===== config.mk =====
export PLATFORM = sky130hd
export DESIGN_NAME = sd_cmd_sched
export DESIGN_NICKNAME = d
export VERILOG_FILES = /design/src/rtl/sd_cmd_sched.sv
export SDC_FILE = /design/constraint.sdc
export NUM_CORES = 1
export LEC_CHECK = 0
export BUFFER_PORTS_ARGS = -buffer_cell sky130_fd_sc_hd__buf_4
export CAP_MARGIN = 15
export CORE_ASPECT_RATIO = 0.75
export CORE_UTILIZATION = 54
export DETAILED_ROUTE_END_ITERATION = 10
export HOLD_SLACK_MARGIN = 0.12
export PLACE_DENSITY = 0.83
export SYNTH_ARGS = -nofsm -noshare
export SYNTH_HDL_FRONTEND = slang
export SYNTH_SLANG_ARGS = --single-unit

===== constraint.sdc =====
create_clock -name clk_i -period 3.8 [get_ports clk_i]
set_input_delay 0.19 -clock clk_i [delete_from_list [all_inputs] [get_ports clk_i]]
set_output_delay 0.19 -clock clk_i [all_outputs]
set_load 0.01 [all_outputs]

===== src/rtl/sd_cmd_sched.sv =====
// sd_cmd_sched: arbitrates the single SD CMD issue path between host Command register
// writes and data-path Auto CMD12 requests. Auto CMD12 support: `define SDHCI_AUTO_CMD12_EN.
//
// state     | meaning
// ----------+--------------------------------------------------------------
// IDLE      | no command in flight; latch auto (priority) or host command
// ISSUE     | cmd_valid_o high, waiting for serializer ready
// WAIT_CMD  | command shifting out, waiting for cmd_done_i
// WAIT_RSP  | waiting for rsp_done_i or the response timeout
// DONE      | one cycle; completion pulses are visible, inhibits resolved

module sd_cmd_sched #(
  parameter int unsigned RspTimeoutCycles = 64*1024
) (
  input  logic        clk_i,
  input  logic        rst_ni,
  input  logic        host_cmd_valid_i,
  input  logic [5:0]  host_cmd_index_i,
  input  logic [31:0] host_cmd_arg_i,
  input  logic [1:0]  host_rsp_type_i,
  input  logic        host_data_present_i,
  input  logic        auto_cmd12_req_i,
  input  logic        dat_active_i,
  output logic        cmd_valid_o,
  input  logic        cmd_ready_i,
  output logic [5:0]  cmd_index_o,
  output logic [31:0] cmd_arg_o,
  output logic [1:0]  cmd_rsp_type_o,
  input  logic        cmd_done_i,
  input  logic        rsp_done_i,
  input  logic        rsp_err_i,
  output logic        cmd_inhibit_o,
  output logic        dat_inhibit_o,
  output logic        cmd_complete_o,
  output logic        rsp_timeout_o,
  output logic        host_cmd_dropped_o,
  output logic        auto_cmd12_done_o,
  output logic        auto_cmd12_err_o
);

  localparam int unsigned CntW = (RspTimeoutCycles > 1) ? $clog2(RspTimeoutCycles) : 1;
  localparam logic [CntW-1:0] CntLast = CntW'(RspTimeoutCycles - 1);
  localparam logic [CntW-1:0] CntMax  = '1;

  typedef enum logic [2:0] {
    ST_IDLE,
    ST_ISSUE,
    ST_WAIT_CMD,
    ST_WAIT_RSP,
    ST_DONE
  } state_e;

  state_e          state_q, state_d;
  logic [CntW-1:0] cnt_q, cnt_d;
  logic [5:0]      idx_q, idx_d;
  logic [31:0]     arg_q, arg_d;
  logic [1:0]      type_q, type_d;
  logic            data_q, data_d;
  logic            err_q, err_d;
  logic            dat_active_q;

  logic cmd_valid_q, cmd_valid_d;
  logic cmd_inh_q, cmd_inh_d;
  logic dat_inh_q, dat_inh_d;
  logic complete_q, complete_d;
  logic timeout_q, timeout_d;
  logic dropped_q, dropped_d;

  logic fin, fin_err, fin_tmo;
  logic host_blocked;
  logic [CntW-1:0] cnt_inc;

`ifdef SDHCI_AUTO_CMD12_EN
  logic auto_pend_q, auto_pend_d;
  logic is_auto_q, is_auto_d;
  logic a_done_q, a_done_d;
  logic a_err_q, a_err_d;
  logic auto_go, auto_latch;

  assign auto_go      = auto_pend_q | auto_cmd12_req_i;
  assign host_blocked = (state_q != ST_IDLE) | auto_go;
`else
  logic unused_auto_req;

  assign unused_auto_req = auto_cmd12_req_i;
  assign host_blocked    = (state_q != ST_IDLE);
`endif

  assign cnt_inc = (cnt_q == CntMax) ? cnt_q : cnt_q + 1'b1;

  always_comb begin
    state_d    = state_q;
    cnt_d      = cnt_q;
    idx_d      = idx_q;
    arg_d      = arg_q;
    type_d     = type_q;
    data_d     = data_q;
    err_d      = err_q;
    dat_inh_d  = dat_inh_q;
    complete_d = 1'b0;
    timeout_d  = 1'b0;
    dropped_d  = host_cmd_valid_i & host_blocked;
    fin        = 1'b0;
    fin_err    = 1'b0;
    fin_tmo    = 1'b0;
`ifdef SDHCI_AUTO_CMD12_EN
    is_auto_d  = is_auto_q;
    a_done_d   = 1'b0;
    a_err_d    = 1'b0;
    auto_latch = 1'b0;
`endif

    // Falling edge of transfer activity releases DAT; a new latch below overrides it.
    if (dat_active_q && !dat_active_i) dat_inh_d = 1'b0;

    case (state_q)
      ST_IDLE: begin
`ifdef SDHCI_AUTO_CMD12_EN
        if (auto_go) begin
          idx_d      = 6'd12;
          arg_d      = '0;
          type_d     = 2'b11;
          data_d     = 1'b0;
          err_d      = 1'b0;
          is_auto_d  = 1'b1;
          auto_latch = 1'b1;
          state_d    = ST_ISSUE;
        end else
`endif
        if (host_cmd_valid_i) begin
          idx_d   = host_cmd_index_i;
          arg_d   = host_cmd_arg_i;
          type_d  = host_rsp_type_i;
          data_d  = host_data_present_i;
          err_d   = 1'b0;
`ifdef SDHCI_AUTO_CMD12_EN
          is_auto_d = 1'b0;
`endif
          state_d = ST_ISSUE;
          if (host_data_present_i || host_rsp_type_i == 2'b11) dat_inh_d = 1'b1;
        end
      end
      ST_ISSUE: begin
        if (cmd_ready_i) begin
          state_d = ST_WAIT_CMD;
          cnt_d   = '0;
        end
      end
      ST_WAIT_CMD: begin
        cnt_d = cnt_inc;
        if (cmd_done_i) begin
          if (type_q == 2'b00) begin
            state_d = ST_DONE;
            fin     = 1'b1;
          end else begin
            state_d = ST_WAIT_RSP;
          end
        end
      end
      ST_WAIT_RSP: begin
        cnt_d = cnt_inc;
        if (rsp_done_i) begin
          state_d = ST_DONE;
          fin     = 1'b1;
          fin_err = rsp_err_i;
        end else if (cnt_q == CntLast) begin
          state_d   = ST_DONE;
          timeout_d = 1'b1;
          fin       = 1'b1;
          fin_err   = 1'b1;
          fin_tmo   = 1'b1;
        end
      end
      ST_DONE: begin
        state_d = ST_IDLE;
        if (err_q || (type_q == 2'b11 && !data_q)) dat_inh_d = 1'b0;
      end
      default: state_d = ST_IDLE;
    endcase

    if (fin) begin
      err_d = fin_err;
`ifdef SDHCI_AUTO_CMD12_EN
      if (is_auto_q) begin
        a_done_d = 1'b1;
        a_err_d  = fin_err;
      end else begin
        complete_d = ~fin_tmo;
      end
`else
      complete_d = ~fin_tmo;
`endif
    end

    cmd_valid_d = (state_d == ST_ISSUE);
`ifdef SDHCI_AUTO_CMD12_EN
    auto_pend_d = auto_go & ~auto_latch;
    cmd_inh_d   = (state_d != ST_IDLE) | auto_pend_d;
`else
    cmd_inh_d   = (state_d != ST_IDLE);
`endif
  end

  always_ff @(posedge clk_i or negedge rst_ni) begin
    if (!rst_ni) begin
      state_q      <= ST_IDLE;
      cnt_q        <= '0;
      idx_q        <= '0;
      arg_q        <= '0;
      type_q       <= '0;
      data_q       <= 1'b0;
      err_q        <= 1'b0;
      dat_active_q <= 1'b0;
      cmd_valid_q  <= 1'b0;
      cmd_inh_q    <= 1'b0;
      dat_inh_q    <= 1'b0;
      complete_q   <= 1'b0;
      timeout_q    <= 1'b0;
      dropped_q    <= 1'b0;
    end else begin
      state_q      <= state_d;
      cnt_q        <= cnt_d;
      idx_q        <= idx_d;
      arg_q        <= arg_d;
      type_q       <= type_d;
      data_q       <= data_d;
      err_q        <= err_d;
      dat_active_q <= dat_active_i;
      cmd_valid_q  <= cmd_valid_d;
      cmd_inh_q    <= cmd_inh_d;
      dat_inh_q    <= dat_inh_d;
      complete_q   <= complete_d;
      timeout_q    <= timeout_d;
      dropped_q    <= dropped_d;
    end
  end

`ifdef SDHCI_AUTO_CMD12_EN
  always_ff @(posedge clk_i or negedge rst_ni) begin
    if (!rst_ni) begin
      auto_pend_q <= 1'b0;
      is_auto_q   <= 1'b0;
      a_done_q    <= 1'b0;
      a_err_q     <= 1'b0;
    end else begin
      auto_pend_q <= auto_pend_d;
      is_auto_q   <= is_auto_d;
      a_done_q    <= a_done_d;
      a_err_q     <= a_err_d;
    end
  end

  assign auto_cmd12_done_o = a_done_q;
  assign auto_cmd12_err_o  = a_err_q;
`else
  assign auto_cmd12_done_o = 1'b0;
  assign auto_cmd12_err_o  = 1'b0;
`endif

  assign cmd_valid_o        = cmd_valid_q;
  assign cmd_index_o        = idx_q;
  assign cmd_arg_o          = arg_q;
  assign cmd_rsp_type_o     = type_q;
  assign cmd_inhibit_o      = cmd_inh_q;
  assign dat_inhibit_o      = dat_inh_q;
  assign cmd_complete_o     = complete_q;
  assign rsp_timeout_o      = timeout_q;
  assign host_cmd_dropped_o = dropped_q;

endmodule


=== Word level (Yosys, flattened, before mapping) ===
Index checks and enable logic that the tools add are counted.
Widths: inputs -> output; s select.

* Shift-type cells: 0
* Order comparisons: 0
* Div/mod/pow operators: 0
* Reductions and logical operators: 17
* Bitwise logic cells: 2
* Multiply operators: 0
* $add $sub $neg: 1
* Eq/ne operators: 10
* Mux-type cells: 28

{| class="wikitable"
|+ Operators by type and width
! cell !! number
|-
| $mux 16 || 2
|-
| $pmux 16 s2 || 1
|-
| $mux 3 || 6
|-
| $add 16x1->16 const B || 1
|-
| $eq 16x16->1 const B || 1
|-
| $mux 1 || 16
|-
| $pmux 3 s4 || 1
|-
| $eq 3x1->1 const B || 2
|-
| $eq 3x2->1 const B || 2
|-
| $reduce_bool 2->1 || 3
|-
| $reduce_bool 3->1 || 2
|-
| $eq 2x2->1 const B || 2
|-
| $ne 2x2->1 const B || 2
|-
| $pmux 1 s2 || 2
|-
| $reduce_and 2->1 || 2
|-
| $eq 3x3->1 const B || 1
|-
| $logic_not 3->1 || 1
|-
| $reduce_and 3->1 || 1
|-
| $logic_and 1x1->1 || 2
|-
| $logic_not 1->1 || 2
|-
| $logic_not 2->1 || 1
|-
| $logic_or 1x1->1 || 2
|-
| $reduce_or 2->1 || 1
|-
| $and 1x1->1 || 1
|-
| $not 1->1 || 1
|}

* Logic and storage cells: 72
* RAM bits: 0
* Memory bits (read-only): 0
* Bits in latches: 0
* Register bits: 68
* Memories kept: 0
* Output and inout bits: 48

=== Depth between registers and ports, before layout ===
* Depth after elaboration: 6
* Gate-level depth with buffers: 7
* Gate-level depth less buffers: 5

=== Least setup slack after synthesis ===
Ideal clock, no wire load.

* Path kind: register -> register
* Start: register state_q[2]
* End: register cnt_q[15]
* Data arrival time: 1.575 ns
* Library setup time: 0.078 ns
* Path slack: 2.147 ns
* Buffers on the path: 1
* Data required time: 3.722 ns
* Clock period less this slack: 1.653 ns
* Stages on the path, launching flop included: 6
* Cell sequence: dfrtp_1 > clkbuf_1 > nand3b_1 > or4_4 > or3_1 > a21oi_1

* Longest elaborated chain between the ends: 4

{| class="wikitable"
|+ Ends and longest elaborated chain
! element !! line !! text
|-
| from (decl) || 53 || <nowiki>state_e state_q, state_d;</nowiki>
|-
| from (signal assigned) || 221 || <nowiki>state_q <= state_d;</nowiki>
|-
| $eq 3x2->1 || 116 || <nowiki>case (state_q)</nowiki>
|-
| $reduce_or 2->1 (no line) || n/a ||
|-
| $ne 2x2->1 (no line) or $reduce_bool 2->1 (tied branches) || n/a ||
|-
| $reduce_and 3->1 (no line) || n/a ||
|-
| to (signal assigned) || 222 || <nowiki>cnt_q <= cnt_d;</nowiki>
|-
| to (decl) || 54 || <nowiki>logic [CntW-1:0] cnt_q, cnt_d;</nowiki>
|}

Parallel ways exist; a longest one is shown, timed or not.
A chain may end at the register's enable or synchronous reset.

=== Final worst setup path ===
* Start: register state_q[0]
* End: register arg_q[18] (netlist: cmd_arg_o[18])

* Longest elaborated chain between the ends: 2

{| class="wikitable"
|+ Ends and longest elaborated chain
! element !! line !! text
|-
| $logic_not 3->1 || 116 ||
|-
| $reduce_and 2->1 (no line) || n/a ||
|-
| to (signal assigned) || 224 || <nowiki>arg_q <= arg_d;</nowiki>
|-
| to (decl) || 56 || <nowiki>logic [31:0] arg_q, arg_d;</nowiki>
|}

No other way between the ends.

==> results.toml <==
[global_routing]
gr-total-overflow = 0
grt_max_degree = 69
grt_pass1_wl_mm = 13.7
grt_usage = 0.326
grt_pass1_vias = 2836
antenna_found_initial = 0

[detailed_routing]
wirelength_mm = 8.70
firstDrtPassIters = 6
vias_per_cell = 5.43
ant_nets = 0
wl_per_cell_um = 16.3
vias = 2898
drcViolationCount = 0
drt_iter0_markers = 330

[clock_network]
htree_levels = 3
numClockSinks = 68
cts-resized-gates = 0
clkTransAtPathRegs_ns = 0.08
clk-insertion-delay-late_ns = 0.35
cts.path.max_buffers = 2
numCtsBuffers = 9
root_buffer = "clkbuf_8"
cts_tree = "done"

[critical_path]
start_kind = "flip-flop"
critPathKind = "flip-flop to flip-flop"
cp-end-kind = "flip-flop"
slowest_stage = "and2_1"
critPathRequiredTime_ns = 4.09
r2r_slack_ns = 1.54
reg2regPathDepth = 5
worstPathCellList = "nor3_1, and2_1, buf_4, nand2_1, nand2_1"
r2r-end = "cmd_arg_o[18]$_DFFE_PN0P_"
crit_fanout = 23
cp_data_arrival_time_ns = 2.55
cpMostUsedCell = "nand2_1"
cpPeakStageDelay_ns = 0.76
r2r_start = "state_q[0]$_DFF_PN0_"

[sta]
rsz0062_at_grt = "false"
final.setup.tns_ns = 0
min_period_ns = 2.26
max_slew_margin = 0.421
timing.final.crit_share = 0.595
tightest_slew_ns = 0.869
max_clock_freq_mhz = 442
hold_viol = 0
final_max_slew_viol_count = 0
setup_viol = 0
finalClockSkew_ns = 0.00615

[die]
die_h_um = 66.1
io_pins = 98
core_mm2 = 0.00506
die_w_um = 87.4
rows = 22
fp.dieArea_mm2 = 0.00578
initial_core_util = 0.584

[hold_path]
min_path_cells = 3
hp-class = "input pin to flip-flop"
hold_start = "rsp_done_i"
hold_end = "cmd_complete_o$_DFF_PN0_"

[logic_synthesis]
syn_avg_cell_area_um2 = 9.27
synth-warning-count = 0
synth-main-ff-cell = "dfrtp_1"
syn_area_mm2 = 0.00296
synth_seq_area_share = 0.576
synth-edff-count = 0
synthArstFlopShare = 1.00
synth_cells = 319
synth-seq-cells = 68
yosysUniqueCellTypes = 40

[power_and_ir_drop]
total_power_w = 0.00303
power.leakage_nw = 2.24
powerDensity_mw_per_mm2 = 689
ir_drop_mv = 0.433

[layout]
multi_input_area_mm2 = 0.00118
regArea_mm2 = 0.00170
antenna_cells = 0
drive_gt1_frac = 0.255
n_fill_cell = 256
mostFrequentLayoutCells = "nand2_1, buf_4, dfrtp_1"
final_nets = 508
mostFrequentLayoutCell = "nand2_1"
utilization = 0.867
design_area_mm2 = 0.00439
area.growth.synth_to_final_pct = 48.6

[placement]
numPortBuffers = 94
placed_cell_area_mm2 = 0.00371
gp_congestion = 0.874
place_hpwl_mm = 4.69

[job]
drv_cap = 0

[run_status]
status = "finished, final reports clean"
==> worst max path at each step <==
stage | to | depth (start not counted) | startpoint
2_1_floorplan | cnt_q[15]$_DFFE_PN0P_ | 5 | state_q[2]$_DFF_PN0_
3_3_place_gp | cmd_arg_o[29]$_DFFE_PN0P_ | 5 | state_q[0]$_DFF_PN0_
3_5_place_dp | cmd_arg_o[29]$_DFFE_PN0P_ | 5 | state_q[0]$_DFF_PN0_
4_1_cts | cmd_arg_o[29]$_DFFE_PN0P_ | 5 | state_q[0]$_DFF_PN0_
5_1_grt | cmd_arg_o[18]$_DFFE_PN0P_ | 5 | state_q[0]$_DFF_PN0_
6_report | cmd_arg_o[18]$_DFFE_PN0P_ | 5 | state_q[0]$_DFF_PN0_
==> critical path: cells and delay by family, from the launching register on <==
family	cells	cell delay [ns]
and+or+nand+nor	4	1.30
DFF	1	0.51
buffers and inverters	1	0.38
==> power breakdown <==
| part | internal (W) | leakage (nW) | switching (W) | total, W |
|---|---|---|---|---|
| registers | 0.000986 | 0.870 | 0.000191 | 0.00118 |
| clock network | 0.000406 | 0.112 | 0.000294 | 0.000701 |
| logic | 0.000529 | 1.26 | 0.000619 | 0.00115 |
| total | 0.00192 | 2.24 | 0.00110 | 0.00303 |
==> flip-flops by register name, indices dropped and copies added (netlist names) <==
signal and count:
cnt_q 16, dat_inhibit_o 1, cmd_rsp_type_o 2, dat_active_q 1, cmd_complete_o 1, rsp_timeout_o 1
host_cmd_dropped_o 1, cmd_valid_o 1, cmd_arg_o 32, cmd_index_o 6, cmd_inhibit_o 1, err_q 1
data_q 1, state_q 3
==> metrics by stage <==
stage | hold slack (ns) | cells | setup slack [ns]
2_1_floorplan | -0.106 | 320 | 2.15
3_3_place_gp | 0.307 | 473 | 1.73
3_5_place_dp | 0.311 | 473 | 1.68
4_1_cts | 0.155 | 534 | 1.66
5_1_grt | 0.178 | 534 | 1.41
6_report | 0.183 | 534 | 1.54
==> kinds of logic (layout without fill, tap and decap cells) <==
logic type / after synthesis / count (layout) / share of synthesized area
buf+inv: 18 / 160 / 0.0267
other cells: 1 / 2 / 0.00127
flops: 68 / 68 / 0.576
simple gates: 191 / 191 / 0.288
mux: 12 / 12 / 0.0415
fa+ha+maj: 1 / 1 / 0.00423
compound gates: 28 / 28 / 0.0626
==> cell usage after synthesis (2+ instances only) <==
cell type | n | share of area
a21oi_1 | 9 | 0.015
o21bai_1 | 2 | 0.0051
buf_2 | 3 | 0.0051
o31ai_1 | 3 | 0.0076
nor3_1 | 7 | 0.012
o21ai_0 | 4 | 0.0068
nand2b_1 | 5 | 0.011
nand3_1 | 9 | 0.015
and3_1 | 3 | 0.0063
mux2_2 | 2 | 0.0076
nor2_1 | 7 | 0.0089
nor2b_1 | 2 | 0.0042
dfrtp_1 | 68 | 0.58
a31oi_1 | 2 | 0.0042
nand4_1 | 3 | 0.0063
or3_1 | 5 | 0.011
mux2i_1 | 10 | 0.034
buf_4 | 2 | 0.0051
or4_1 | 3 | 0.0076
inv_1 | 2 | 0.0025
clkbuf_1 | 11 | 0.014
a32oi_1 | 3 | 0.0089
nor4_1 | 3 | 0.0063
nand2_1 | 135 | 0.17
==> timing repair <==
action                    in CTS  in global routing
setup buffers                  0                  0
hold endpoints to repair     112                  0
hold buffers                  45                  0
==> final cells by class <==
type	instances	share of cell area
Inverter	2	0.00171
Timing Repair Buffer	142	0.268
Clock inverter	5	0.0191
Tap cell	72	0.0205
Multi-Input combinational cell	234	0.269
Sequential cell	68	0.387
Clock buffer	11	0.0345
==> layer usage <==
layer / share of wire / global-route usage / routed length [um] / vias to the layer above
li1: - / - / - / 1335
met1: 0.40 / 0.394 / 3470 / 1376
met2: 0.49 / 0.537 / 4250 / 153
met5: 0 / 0 / 0 / -
met3: 0.073 / 0.0836 / 639 / 34
met4: 0.038 / 0.180 / 331 / 0
Note: power is estimated with default switching activity, not from simulation.
